File: src/rtl/bus_arbiter_rr.sv
// Round-robin common-bus arbiter: one processor owns the bus at a time, and while it
// does, a second arbiter hands the snoop-response slot to a cache or to memory.
module bus_arbiter_rr #(
    parameter int NUM_PROC  = 8,
    parameter int NUM_SNOOP = 4
) (
    input  logic                        clk,
    input  logic                        rst,
    input  logic [NUM_PROC-1:0]         Com_Bus_Req_proc,
    input  logic [NUM_SNOOP-1:0]        Com_Bus_Req_snoop,
    input  logic                        Mem_snoop_req,
    output logic [NUM_PROC-1:0]         Com_Bus_Gnt_proc,
    output logic [NUM_SNOOP-1:0]        Com_Bus_Gnt_snoop,
    output logic                        Mem_snoop_gnt,
    output logic [$clog2(NUM_PROC)-1:0] Gnt_id_proc,
    output logic                        Bus_busy
);
    localparam int PW = $clog2(NUM_PROC);
    localparam int SW = (NUM_SNOOP > 1) ? $clog2(NUM_SNOOP) : 1;

    typedef enum logic {
        P_IDLE  = 1'b0,
        P_OWNED = 1'b1
    } p_state_t;

    typedef enum logic [1:0] {
        S_IDLE  = 2'd0,
        S_CACHE = 2'd1,
        S_MEM   = 2'd2
    } s_state_t;

    // Anything other than a clean 1 (X, Z, 0) counts as "not requesting".
    function automatic logic [NUM_PROC-1:0] clean_proc(input logic [NUM_PROC-1:0] v);
        logic [NUM_PROC-1:0] r;
        r = '0;
        for (int i = 0; i < NUM_PROC; i++) begin
            r[i] = (v[i] === 1'b1);
        end
        return r;
    endfunction

    function automatic logic [NUM_SNOOP-1:0] clean_snoop(input logic [NUM_SNOOP-1:0] v);
        logic [NUM_SNOOP-1:0] r;
        r = '0;
        for (int i = 0; i < NUM_SNOOP; i++) begin
            r[i] = (v[i] === 1'b1);
        end
        return r;
    endfunction

    // Returns {found, index}: the set bit closest to ptr going upward with wrap.
    function automatic logic [PW:0] rr_pick_proc(input logic [NUM_PROC-1:0] req,
                                                 input logic [PW-1:0]       ptr);
        logic [PW:0] res;
        int          best_d;
        int          d;
        res    = '0;
        best_d = NUM_PROC;
        for (int i = 0; i < NUM_PROC; i++) begin
            d = i - int'(ptr);
            if (d < 0) begin
                d = d + NUM_PROC;
            end else begin
                d = d;
            end
            if (req[i] && (d < best_d)) begin
                best_d = d;
                res    = {1'b1, PW'(i)};
            end else begin
                res = res;
            end
        end
        return res;
    endfunction

    function automatic logic [SW:0] rr_pick_snoop(input logic [NUM_SNOOP-1:0] req,
                                                  input logic [SW-1:0]        ptr);
        logic [SW:0] res;
        int          best_d;
        int          d;
        res    = '0;
        best_d = NUM_SNOOP;
        for (int i = 0; i < NUM_SNOOP; i++) begin
            d = i - int'(ptr);
            if (d < 0) begin
                d = d + NUM_SNOOP;
            end else begin
                d = d;
            end
            if (req[i] && (d < best_d)) begin
                best_d = d;
                res    = {1'b1, SW'(i)};
            end else begin
                res = res;
            end
        end
        return res;
    endfunction

    logic [NUM_PROC-1:0]  preq_s;
    logic [NUM_PROC-1:0]  pcand_s;
    logic [NUM_PROC-1:0]  pgnt_r;
    logic [NUM_PROC-1:0]  pgnt_n_s;
    logic [PW-1:0]        pid_r;
    logic [PW-1:0]        pid_n_s;
    logic [PW-1:0]        pptr_r;
    logic [PW-1:0]        pptr_n_s;
    logic [PW:0]          ppick_s;
    logic                 phold_s;
    p_state_t             p_state_r;
    p_state_t             p_state_n_s;
    logic                 busy_r;
    logic                 busy_n_s;

    logic [NUM_SNOOP-1:0] sreq_s;
    logic [NUM_SNOOP-1:0] scand_s;
    logic [NUM_SNOOP-1:0] sgnt_r;
    logic [NUM_SNOOP-1:0] sgnt_n_s;
    logic [SW-1:0]        sptr_r;
    logic [SW-1:0]        sptr_n_s;
    logic [SW:0]          spick_s;
    logic                 shold_s;
    logic                 sarb_s;
    logic                 smem_ok_s;
    logic                 mreq_s;
    logic                 mgnt_r;
    logic                 mgnt_n_s;
    s_state_t             s_state_r;
    s_state_t             s_state_n_s;

    assign preq_s = clean_proc(Com_Bus_Req_proc);
    assign sreq_s = clean_snoop(Com_Bus_Req_snoop);
    assign mreq_s = (Mem_snoop_req === 1'b1);

    // Processor ownership: hold while the owner requests, else hand over with no gap.
    always_comb begin
        p_state_n_s = P_IDLE;
        pgnt_n_s    = '0;
        pid_n_s     = '0;
        pptr_n_s    = pptr_r;
        pcand_s     = preq_s;
        phold_s     = 1'b0;
        case (p_state_r)
            P_IDLE: begin
                pcand_s = preq_s;
                phold_s = 1'b0;
            end
            P_OWNED: begin
                pcand_s = preq_s & ~pgnt_r;
                phold_s = |(preq_s & pgnt_r);
            end
            default: begin
                pcand_s = '0;
                phold_s = 1'b0;
            end
        endcase
        ppick_s = rr_pick_proc(pcand_s, pptr_r);
        if (phold_s) begin
            p_state_n_s = P_OWNED;
            pgnt_n_s    = pgnt_r;
            pid_n_s     = pid_r;
        end else if (ppick_s[PW]) begin
            p_state_n_s           = P_OWNED;
            pgnt_n_s[ppick_s[PW-1:0]] = 1'b1;
            pid_n_s               = ppick_s[PW-1:0];
            pptr_n_s              = (ppick_s[PW-1:0] == PW'(NUM_PROC - 1)) ? '0
                                                                          : ppick_s[PW-1:0] + PW'(1);
        end else begin
            p_state_n_s = P_IDLE;
            pgnt_n_s    = '0;
            pid_n_s     = '0;
        end
    end

    assign busy_n_s = |pgnt_n_s;

    // Snoop slot: caches win only at arbitration time; everything clears with the bus owner.
    always_comb begin
        s_state_n_s = S_IDLE;
        sgnt_n_s    = '0;
        mgnt_n_s    = 1'b0;
        sptr_n_s    = sptr_r;
        scand_s     = sreq_s;
        shold_s     = 1'b0;
        sarb_s      = 1'b0;
        smem_ok_s   = 1'b0;
        case (s_state_r)
            S_IDLE: begin
                sarb_s    = busy_r;
                smem_ok_s = 1'b1;
            end
            S_CACHE: begin
                scand_s   = sreq_s & ~sgnt_r;
                shold_s   = |(sreq_s & sgnt_r);
                sarb_s    = 1'b1;
                smem_ok_s = 1'b1;
            end
            S_MEM: begin
                shold_s   = mreq_s;
                sarb_s    = 1'b1;
                smem_ok_s = 1'b0;
            end
            default: begin
                sarb_s    = 1'b0;
                smem_ok_s = 1'b0;
            end
        endcase
        spick_s = rr_pick_snoop(scand_s, sptr_r);
        if (!busy_n_s) begin
            s_state_n_s = S_IDLE;
        end else if (shold_s) begin
            s_state_n_s = s_state_r;
            sgnt_n_s    = sgnt_r;
            mgnt_n_s    = mgnt_r;
        end else if (sarb_s && spick_s[SW]) begin
            s_state_n_s               = S_CACHE;
            sgnt_n_s[spick_s[SW-1:0]] = 1'b1;
            sptr_n_s                  = (spick_s[SW-1:0] == SW'(NUM_SNOOP - 1)) ? '0
                                                                            : spick_s[SW-1:0] + SW'(1);
        end else if (sarb_s && smem_ok_s && mreq_s) begin
            s_state_n_s = S_MEM;
            mgnt_n_s    = 1'b1;
        end else begin
            s_state_n_s = S_IDLE;
        end
    end

    // State, pointers and every output are registered here.
    always_ff @(posedge clk) begin
        if (rst) begin
            p_state_r <= P_IDLE;
            pgnt_r    <= '0;
            pid_r     <= '0;
            pptr_r    <= '0;
            busy_r    <= 1'b0;
            s_state_r <= S_IDLE;
            sgnt_r    <= '0;
            sptr_r    <= '0;
            mgnt_r    <= 1'b0;
        end else begin
            p_state_r <= p_state_n_s;
            pgnt_r    <= pgnt_n_s;
            pid_r     <= pid_n_s;
            pptr_r    <= pptr_n_s;
            busy_r    <= busy_n_s;
            s_state_r <= s_state_n_s;
            sgnt_r    <= sgnt_n_s;
            sptr_r    <= sptr_n_s;
            mgnt_r    <= mgnt_n_s;
        end
    end

    assign Com_Bus_Gnt_proc  = pgnt_r;
    assign Com_Bus_Gnt_snoop = sgnt_r;
    assign Mem_snoop_gnt     = mgnt_r;
    assign Gnt_id_proc       = pid_r;
    assign Bus_busy          = busy_r;

endmodule

File: config.mk
export PLATFORM = sky130hd
export DESIGN_NAME = bus_arbiter_rr
export DESIGN_NICKNAME = d
export VERILOG_FILES = /design/src/rtl/bus_arbiter_rr.sv
export SDC_FILE = /design/constraint.sdc
export NUM_CORES = 1
export LEC_CHECK = 0
export CAP_MARGIN = 0
export CORE_MARGIN = 10
export CORE_UTILIZATION = 25
export CTS_CLUSTER_SIZE = 30
export DETAILED_ROUTE_END_ITERATION = 10
export PLACE_DENSITY_LB_ADDON = 0.3
export SETUP_SLACK_MARGIN = 0.2
export SLEW_MARGIN = 20
export SYNTH_ARGS = -nofsm -noshare
export SYNTH_HDL_FRONTEND = slang
export SYNTH_SLANG_ARGS = --single-unit
File: constraint.sdc
create_clock -name clk -period 18.2 [get_ports clk]
set_input_delay 3.64 -clock clk [delete_from_list [all_inputs] [get_ports clk]]
set_output_delay 3.64 -clock clk [all_outputs]
set_load 0.02 [all_outputs]
Word-level counts from Yosys, hierarchy flattened
Cells that the tools add are included.

cells by class
  add/sub/neg operators = 26
  $lt $le $gt $ge = 28
  eq/ne operators = 17
  mux-type cells = 56
  bitwise gates (word level) = 10
  reduce and logical (&&, ||, !) cells = 26

operators with widths
  kind                   number
  $mux W32               22
  $lt A32 B32 Y1         10
  $add A4 B5 Y6 const B  8
  $mux W4                10
  $lt A32 B4 Y1 const B  1
  $lt A32 B5 Y1 const B  1
  $lt A4 B1 Y1 const B   8
  $add A3 B4 Y5 const B  4
  $mux W3                6
  $logic_and A1 B1 Y1    17
  $and A8 B8 Y8          2
  $mux W8                2
  $pmux W8 S2            1
  $reduce_or A8 Y1       2
  $sub A3 B3 Y4 const A  4
  $eqx A1 B1 Y1 const B  13
  $lt A3 B1 Y1 const B   4
  $and A4 B4 Y4          2
  $not A8 Y8             1
  $sub A1 B3 Y4 const A  2
  $sub A2 B3 Y4 const A  2
  $mux W1                7
  $mux W2                3
  $pmux W1 S2            3
  20 further kinds       28

word-level totals
  register bits = 25
  output and inout port bits = 17
  word-level logic and storage cells = 172

Logic depth before layout (Yosys ltp)
  depth in word-level cells = 36
  depth in mapped cells = 40

Least setup slack after synthesis
No wires, ideal clock.

  path kind = input to register
  start = in Com_Bus_Req_proc[0]
  end = reg pptr_r[0]
  arrival = 10.161 ns
  data required time = 18.113 ns
  setup slack = 7.952 ns
  cell stages on the path = 31
  path through = a21boi_2 nand2_1 ha_1 o21ai_1 a221o_1 and2_4 a211o_1 a21oi_2 o21ai_1 a221oi_4 o21a_1 o22ai_1 nand2_1 mux2i_1 ha_1 o21a_1 a21oi_1 a211oi_2 nor2_1 buf_2 a21oi_1 ha_1 inv_1 nor4_1 a2111o_1 o221a_1 and3b_1 or3_1 ha_1 or3_1 o31ai_1

on the way
  word-level cells in the longest chain between the ends = 28

ends and longest elaborated chain
  item                                                  line      source
  start: declaration                                    9         input logic [NUM_PROC-1:0] Com_Bus_Req_proc,
  $eqx A1 B1 Y1 *                                       37        r[i] = (v[i] === 1'b1);
  $and A8 B8 Y8                                         149       pcand_s = preq_s & ~pgnt_r;
  $pmux W8 S2                                           143       case (p_state_r)
  $logic_and A1 B1 Y1                                   66        if (req[i] && (d < best_d)) begin
  $mux W32                                              66
  $lt A32 B32 Y1                                        66
  $logic_and A1 B1 Y1                                   66
  $mux W32                                              66
  [... 12 more ...]                                     --
  $lt A32 B32 Y1                                        66
  $logic_and A1 B1 Y1                                   66
  $mux W32                                              66
  $lt A32 B32 Y1                                        66
  $logic_and A1 B1 Y1                                   66
  $mux W4                                               66
  $add A3 B1 Y3 / $eq A3 B3 Y1 (equally long branches)  167, 166
  $mux W3                                               166       pptr_n_s = (ppick_s[PW-1:0] == PW'(NUM_PROC - 1)) ? '0
  end signal: assignment                                244       pptr_r <= pptr_n_s;
  end: declaration                                      106       logic [PW-1:0] pptr_r;

Every way passes the cells marked *; elsewhere a longest branch is shown, timed or not.
A chain may end at the register's enable or synchronous reset.

Final worst setup path
Ends and elaborated chain as after synthesis.

==> results.txt <==
CTS Root Cell = clkbuf_8
CTS Hold Bufs = 0
Clock Latency Late Sink = 0.28 ns
area leader, netlist = dfxtp_1
first-pass GRT wire length = 15400 um
Die Ht = 126 um
largest family of logic cells by synthesized area = compound AO/OA/AOI/OAI gates
post-route ant nets = 0
Max-cap violations = 0
final clock period utilization by the worst path = 64.4%
largest net degree at the start of global routing = 20
kind of critical path = input pin to register
row cnt = 38
P per Cell Area = 224 nW/um2
antenna violations before repair = 0
DRC = 0
share of the synthesized area in the top cell type = 17.2%
H-Tree Depth = 1
critical path arrival = 11.92 ns
most frequent cell after synthesis = nand2_1
worst-margin pin slew = 0.990 ns
Vias/cell = 5.70
IO Port Bufs = 31
PostCTS Resize Cnt = 0
core footprint = 10900 um2
CTS Sinks = 24
post-CTS setup buffers = 0
Mapped Area = 2800 um2
DP Area = 3230 um2
Final setup viols = 0
GRT overflow = 0
crit-path max FO = 16
Die Area = 15800 um2
Simple-Gate Fraction of Synth Area = 26.2%
status = completed
Chip Width = 126 um
post-synth cell types = 74
final WL = 9440 um
share of layout cells above drive strength 1 = 6.33%
Async S/R FF share, synth = 0%
CTS tree = yes
gpl congestion = 0.956
crit start category = input pin
DR WL/cell = 17.6 um
Syn Area/Cell = 7.50 um2
crit-path most repeated cell = ha_1
FF-to-FF End = pptr_r[0]
number of global-route vias before repair = 2999
DR iter-0 viols = 296
RSZ-0062 raised after global routing = no
final hold viol count = 0
Max IR drop VDD = 0.0863 mV
Leak Pwr = 1.23 nW
DR pass1 iterations = 5
Syn Inst Count = 373
Worst setup endpoint = pptr_r[0]
Tmin final = 11.72 ns
class of the worst hold path = register to register
design area = 3300 um2
CP Launch Point = Com_Bus_Req_proc[0]
Max-slew headroom = 33.4%
fmax = 85.3 MHz
Adder-Cell Fraction of Synth Area = 8.49%
Worst R2R Path Depth = 33
Post-DP HPWL = 7430 um
Final Slew Violations = 0
Worst Clk Skew = 0.00432 ns
Synth-to-Final Area Change = 18.1%
Total GRT Usage = 11.4%
post-synthesis sequential element count = 24
NumNets Final = 430
Synth top cells by count = nand2_1 (40), nor2_1 (35), a21oi_1 (25), dfxtp_1 (24), o21ai_0 (20)
worst reg-to-reg setup slack = 8.80 ns
worst endpoint required time = 18.40 ns
post-synthesis mux area share = 2.55%
Post-Synth XOR/XNOR Area = 1.25%
number of synthesized flops with an enable pin = 0
min-delay src = Gnt_id_proc[1]
Initial Util = 25.7%
Area contributors post-synth = dfxtp_1 (17%), ha_1 (8.5%), nand2_1 (5.4%)
sequential fraction of the synthesis area = 17.2%
Worst Setup End Kind = register
# fillers = 1178
YS warnings = 0
Compound-Gate Fraction of Synth Area = 39.7%
setup_tns = 0 ns
CP max-delay cell = nor2_1
syn_nets = 407
hold slack = 0.515 ns
Reg2Reg Launch Point = pptr_r[0]
Ports = 32
n_diodes = 0
Top FF cell, synth = dfxtp_1
CTS Buf Count = 3
vias post-DR = 3048
worst-case clock buffer depth = 2
slowest cell delay on critical path = 0.77 ns
clock transition at the registers of the reported paths = 0.09 ns
sequential cells by signal (all words and copies together) (netlist names):
signal / flops
Bus_busy: 1
Com_Bus_Gnt_proc: 8
Com_Bus_Gnt_snoop: 4
Gnt_id_proc: 3
Mem_snoop_gnt: 1
p_state_r: 1
pptr_r: 3
s_state_r: 1
sptr_r: 2
cell families after synthesis:
logic type                 count (synthesis)
AOI/OAI and AO/OA                        146
and+or+nand+nor                          141
buffers and inverters                     32
xor gates and xnor gates                   4
DFF                                       24
muxes                                      7
adders and majority gates                 19
report_power, final:
part	switching, mW	total [mW]	internal, mW
registers	0.0186	0.0880	0.0694
logic	0.360	0.603	0.243
clock network	0.0187	0.0482	0.0295
area by class of cell:
| type | instances | area, um2 | share of cell area [%] |
|---|---|---|---|
| inverter | 17 | 63.8 | 1.93 |
| multi-input combinational | 317 | 2190 | 66.2 |
| tap | 140 | 175 | 5.30 |
| sequential | 24 | 480 | 14.5 |
| timing repair buffer | 33 | 325 | 9.84 |
| clock buffer | 3 | 41.3 | 1.25 |
| clock inverter | 1 | 30.0 | 0.909 |
per-layer routing:
layer  up-vias  track usage [%]  routed length, um
li1       1455                -                  -
met3        24             2.56                632
met1      1433             14.3               4150
met4         0             3.55                265
met5         -                0                  0
met2       136             18.8               4390
worst min path at each step:
| stage | end | cells after the start |
|---|---|---|
| 2_1_floorplan | s_state_r[0] | 2 |
| 3_3_place_gp | pptr_r[2] | 2 |
| 3_5_place_dp | Gnt_id_proc[1] | 2 |
| 4_1_cts | Gnt_id_proc[1] | 2 |
| 5_1_grt | Gnt_id_proc[2] | 2 |
| 6_report | Gnt_id_proc[1] | 2 |
layout by cell type, fill, tap and decap left out, types with 7 or more instances in the layout:
master / synthesis / layout
o21ai_1: 12 / 12
o21ai_0: 20 / 20
ha_1: 19 / 19
clkdlybuf4s50_1: 0 / 31
inv_1: 17 / 17
nor3_1: 7 / 7
a21oi_1: 25 / 25
nor2_1: 35 / 35
or3_1: 8 / 8
nand2_1: 40 / 40
a22oi_1: 13 / 13
and2_1: 9 / 9
dfxtp_1: 24 / 24
through the flow:
step	std cells	setup slack (ns)	total power, mW	utilization, %
detailed placement	531	6.28	0.676	29.7
global route	535	5.90	0.808	30.3
floorplan	373	7.95	0.537	-
CTS	535	6.53	0.734	30.3
global placement	531	6.50	0.682	29.7
finish	535	6.48	0.739	30.3
worst max-delay path: cells and delay by family:
kind / cells / cell delay (ns)
compound gates: 14 / 2.85
simple gates: 10 / 3.32
buf+inv: 3 / 0.69
fa+ha+maj: 4 / 1.11
mux: 1 / 0.27
No activity file was read; power rests on OpenSTA's default activity.
